## config.mk

```make
export PLATFORM = sky130hd
export DESIGN_NAME = peripheral_fifo
export DESIGN_NICKNAME = d
export VERILOG_FILES = /design/src/rtl/peripheral_fifo.sv
export SDC_FILE = /design/constraint.sdc
export NUM_CORES = 1
export LEC_CHECK = 0
export BUFFER_PORTS_ARGS = -buffer_cell sky130_fd_sc_hd__buf_2
export CORE_UTILIZATION = 58
export CTS_BUF_LIST = sky130_fd_sc_hd__clkbuf_2 sky130_fd_sc_hd__clkbuf_4 sky130_fd_sc_hd__clkbuf_8
export CTS_CLUSTER_DIAMETER = 80
export DETAILED_ROUTE_END_ITERATION = 6
export GPL_ROUTABILITY_DRIVEN = 0
export GPL_TIMING_DRIVEN = 0
export PLACE_DENSITY = 0.76
export SLEW_MARGIN = 10
export SYNTH_ARGS = -nofsm -noshare
export SYNTH_HDL_FRONTEND = slang
export SYNTH_SLANG_ARGS = --single-unit
```

## constraint.sdc

```tcl
create_clock -name clk -period 3.2 [get_ports clk]
set_input_delay 0.32 -clock clk [delete_from_list [all_inputs] [get_ports clk]]
set_output_delay 0.32 -clock clk [all_outputs]
set_load 0.02 [all_outputs]
```

## src/rtl/peripheral_fifo.sv

```systemverilog
// peripheral_fifo: CPU-mapped 16-bit FIFO with status/control registers and optional threshold irq.
// Define FIFO_IRQ_EN to build the THRESH register and the level interrupt.
module peripheral_fifo #(
    parameter int DEPTH_LOG2 = 4
) (
    input  logic        clk,
    input  logic        rst,
    input  logic [15:0] d_in,
    input  logic        cs,
    input  logic [3:0]  addr,
    input  logic        rd,
    input  logic        wr,
    output logic [15:0] d_out,
    output logic        irq
);
    localparam int DEPTH = 2 ** DEPTH_LOG2;
    logic [15:0] mem [DEPTH];
    logic [DEPTH_LOG2-1:0] rptr, wptr;
    logic [DEPTH_LOG2:0] count;
    logic ovf, unf, empty, full;
    logic wr_acc, rd_acc, push, pop, push_ok, pop_ok, flush, clr;
    logic [15:0] status, thresh_rd;
    // a simultaneous write wins; the read then has no side effects
    assign wr_acc  = cs && wr;
    assign rd_acc  = cs && rd && !wr;
    assign push    = wr_acc && addr == 4'h0;
    assign pop     = rd_acc && addr == 4'h2;
    assign flush   = wr_acc && addr == 4'h6 && d_in[0];
    assign clr     = wr_acc && addr == 4'h6 && d_in[1];
    assign empty   = count == '0;
    assign full    = count == (DEPTH_LOG2 + 1)'(DEPTH);
    assign push_ok = push && !full;
    assign pop_ok  = pop && !empty;
    assign status  = {8'(count), 3'b000, irq, unf, ovf, full, empty};
    always_ff @(posedge clk or negedge rst) begin
        if (!rst) begin
            rptr  <= '0;
            wptr  <= '0;
            count <= '0;
            ovf   <= 1'b0;
            unf   <= 1'b0;
        end else begin
            if (flush) begin
                rptr  <= '0;
                wptr  <= '0;
                count <= '0;
            end else begin
                if (push_ok) wptr <= wptr + 1'b1;
                if (pop_ok) rptr <= rptr + 1'b1;
                count <= push_ok ? count + 1'b1 : pop_ok ? count - 1'b1 : count;
            end
            ovf <= !clr && (ovf || (push && full));
            unf <= !clr && (unf || (pop && empty));
        end
    end
    always_ff @(posedge clk) begin
        if (push_ok) mem[wptr] <= d_in;
    end
`ifdef FIFO_IRQ_EN
    logic [DEPTH_LOG2:0] thresh;
    // irq is registered, so it lags the count change by one cycle
    always_ff @(posedge clk or negedge rst) begin
        if (!rst) begin
            thresh <= (DEPTH_LOG2 + 1)'(1);
            irq    <= 1'b0;
        end else begin
            if (wr_acc && addr == 4'h8) thresh <= d_in[DEPTH_LOG2:0];
            irq <= count >= thresh && thresh != '0;
        end
    end
    assign thresh_rd = 16'(thresh);
`else
    assign irq       = 1'b0;
    assign thresh_rd = '0;
`endif
    always_comb begin
        d_out = !(cs && rd)   ? 16'h0000 :
                addr == 4'h2  ? (empty ? 16'h0000 : mem[rptr]) :
                addr == 4'h4  ? status :
                addr == 4'h8  ? thresh_rd : 16'h0000;
    end
endmodule

```

==> flow_metrics.env <==
export IMPL_status="finished clean"
export IMPL_arrival_ns=3.58
export IMPL_start_util=0.6005
export IMPL_die_h_um=139.5
export IMPL_cts_buffers=43
export IMPL_io_pins=42
export IMPL_grt_pass1_vias=6100
export IMPL_h_tree_depth=2
export IMPL_path_cells="or4_1 > clkbuf_1 > o2111ai_2 > clkbuf_4 > ha_1 > a21o_1 > a21oi_1 > mux4_2 > nor2_1"
export IMPL_wl_per_cell_um=24.80
export IMPL_peakVddDrop_mv=0.3175
export IMPL_final_area_um2=12450
export IMPL_diodes=0
export IMPL_cts_root_buf="clkbuf_8"
export IMPL_synth_top_area_frac=0.7007
export IMPL_cp_max_fo=14
export IMPL_drt_initial_drc_count=694
export IMPL_clk_latency_ns=0.54
export IMPL_drtAntennaViolNets=0
export IMPL_syn_cell_area_um2=10970
export IMPL_ys_top_cells_by_area="edfxtp_1 (70%), mux4_2 (13%), dfrtp_1 (3.4%), mux2i_1 (1.9%), ha_1 (1.0%)"
export IMPL_portBuffers=40
export IMPL_drt_first_pass_iters=5
export IMPL_synth_warnings=0
export IMPL_grt_usage=0.2471
export IMPL_synth_edff_count=256
export IMPL_slowest_delay_ns=0.54
export IMPL_rsz0062_at_grt="yes"
export IMPL_slew_headroom=0.1938
export IMPL_worstHoldPathType="input port to register"
export IMPL_cts_sink_count=271
export IMPL_max_freq_ghz=0.3216
export IMPL_coreArea_um2=18270
export IMPL_fin_skew_ns=0.01824
export IMPL_avgSynthCellArea_um2=19.84
export IMPL_area_growth_pct=13.44
export IMPL_hold_viol=0
export IMPL_ys_ff_latch=271
export IMPL_p_sw_mw=1.761
export IMPL_grt_pass1_wl_um=35100
export IMPL_chipWidth_um=139.5
export IMPL_placed_area_um2=11560
export IMPL_drive_above_1_share=0.3338
export IMPL_overflow=0
export IMPL_setup_violations=0
export IMPL_yosysMostFrequentCell="edfxtp_1"
export IMPL_tightestPinTransition_ns=1.209
export IMPL_antenna_found_initial=0
export IMPL_slew_violations=0
export IMPL_cts_buffer_depth=3
export IMPL_fill_cells=1155
export IMPL_power_density_nw_per_um2=604.2
export IMPL_power_frac_seq=0.538
export IMPL_dp_final_hpwl_um=14080
export IMPL_drc_errors=0
export IMPL_crit_family="compound AO/OA/AOI/OAI gates"
export IMPL_postLayoutCoreUtil=0.6813
export IMPL_leakage_nw=4.089
export IMPL_critPathRequiredTime_ns=3.67
export IMPL_comb_power_share=0.092
export IMPL_synth_async_reset_ratio=0.05535
export IMPL_ys_types=48
export IMPL_core_rowCount=49
export IMPL_via_per_inst=6.359
export IMPL_synth_cells=553
export IMPL_routed_wl_um=22540
export IMPL_nets=684
export IMPL_seq_area_frac_synth=0.7349
export IMPL_maxCapViolations=0
export IMPL_cts_tree="built"
export IMPL_startpoint_type="register"
export IMPL_synth_top_area_cell="edfxtp_1"
export IMPL_ys_top_cells_by_count="edfxtp_1 (256), mux4_2 (65), nor2_1 (23)"
export IMPL_synth_ff_type="edfxtp_1"
export IMPL_worst_path_buf_inv=2
export IMPL_slowest_stage="or4_1"
export IMPL_path_clk_slew_ns=0.06
export IMPL_period_needed_ns=3.109
export IMPL_cp_end_kind="register"
export IMPL_critPathKind="register to register"
export IMPL_place_inst=832
export IMPL_min_period_over_period=0.9717
export IMPL_dieArea_um2=19470
export IMPL_intPower_mw=5.759
export IMPL_clkPwrFrac=0.370
export IMPL_swShare=0.2342
export IMPL_stdcell_count=909
export IMPL_vias=5780
export IMPL_synth_nets=588
export IMPL_grt_max_degree=19
[layout make-up]
cell class | count | area, um^2 | area share
Buffer | 26 | 150.1 | 0.01206
Clock buffer | 58 | 704.4 | 0.05659
Clock inverter | 18 | 112.6 | 0.009047
Inverter | 9 | 33.78 | 0.002714
Multi-Input combinational cell | 245 | 2796 | 0.2247
Sequential cell | 271 | 8065 | 0.6480
Tap cell | 229 | 286.5 | 0.02302
Timing Repair Buffer | 53 | 297.8 | 0.02392
[layout by cell type, fill, tap and decap left out, drive strengths merged, types with 2 or more instances in the layout]
cell        n
a21oi       8
nor3       12
clkinvlp    3
inv         9
dfrtp      15
mux4       65
edfxtp    256
clkbuf     72
ha          9
mux2        8
buf        64
and2       15
xnor2       3
a221o       7
nand2       8
mux2i      21
or4         3
or3         4
o21a        6
o2111ai     2
clkinv     14
o211ai      2
nand3       7
nor2       23
nor4        6
o21ai      12
and3        3
nand2b      3
[flip-flops by register name, summed over array words and instances (netlist names)]
register and cells:
mem 256, wptr 4, rptr 4, count 5
unf 1, ovf 1
[routing by layer]
layer	track usage	wire [um]
met3	0.04370	1712
met4	0.09659	548
met5	0	0
met2	0.3790	10840
met1	0.3602	9436
[worst reg2reg max path: stages, from the launching register on]
cell and delay, ns:
dfrtp_2 0.48, or4_1 0.54, clkbuf_1 0.22, o2111ai_2 0.41, clkbuf_4 0.36, ha_1 0.28, a21o_1 0.16, a21oi_1 0.18
mux4_2 0.32, nor2_1 0.09
[cells by family after synthesis]
logic type | Yosys count | share of synthesized area
DFF | 271 | 0.7349
muxes | 94 | 0.1608
and+or+nand+nor | 92 | 0.04550
AOI/OAI and AO/OA | 45 | 0.02920
buffers and inverters | 37 | 0.01482
adders and majority gates | 10 | 0.01209
xor gates and xnor gates | 3 | 0.002395
other | 1 | 0.0003418
[through the flow]
step	setup TNS (ns)	power [mW]	hold WS, ns	setup WS, ns
detailed placement	0	4.786	0.2534	0.05261
global placement	-119.68	4.734	0.2407	-1.957
floorplan	-0.4016	4.558	0.02441	-0.006275
finish	0	7.521	0.1471	0.09068
CTS	0	7.528	0.1261	0.01800
global route	-0.01760	7.767	0.1307	-0.01760
[power groups by stage]
stage	logic [mW]	clock network, mW	registers (mW)
finish	0.695	2.78	4.04
global route	0.760	2.96	4.05
CTS	0.687	2.80	4.04
detailed placement	0.680	0	4.11
global placement	0.638	0	4.10
floorplan	0.491	0	4.07
[final timing paths]
check	startpoint	endpoint	slack [ns]	cells after the start
hold / removal	d_in[5]	mem[8][5]$_DFFE_PP_	0.15	1
hold reg to reg	unf$_DFF_PN0_	unf$_DFF_PN0_	0.61	2
max in group asynchronous	rst	count[1]$_DFFE_PN0P_	2.68	2
min in group asynchronous	rst	count[4]$_DFFE_PN0P_	0.23	2
setup reg to reg	count[0]$_DFFE_PN0P_	count[4]$_DFFE_PN0P_	0.09	9
setup / recovery	count[0]$_DFFE_PN0P_	count[4]$_DFFE_PN0P_	0.09	9
[what timing repair did]
action / 4_1_cts / 5_1_grt
pin swaps: 1 / 0
gates resized for setup: 11 / 10
hold buffers: 1 / 0
endpoints found under the hold margin: 15 / 0
buffers inserted: 2 / 0
setup endpoints to repair: 16 / 16
(Power assumes the default switching activity.)
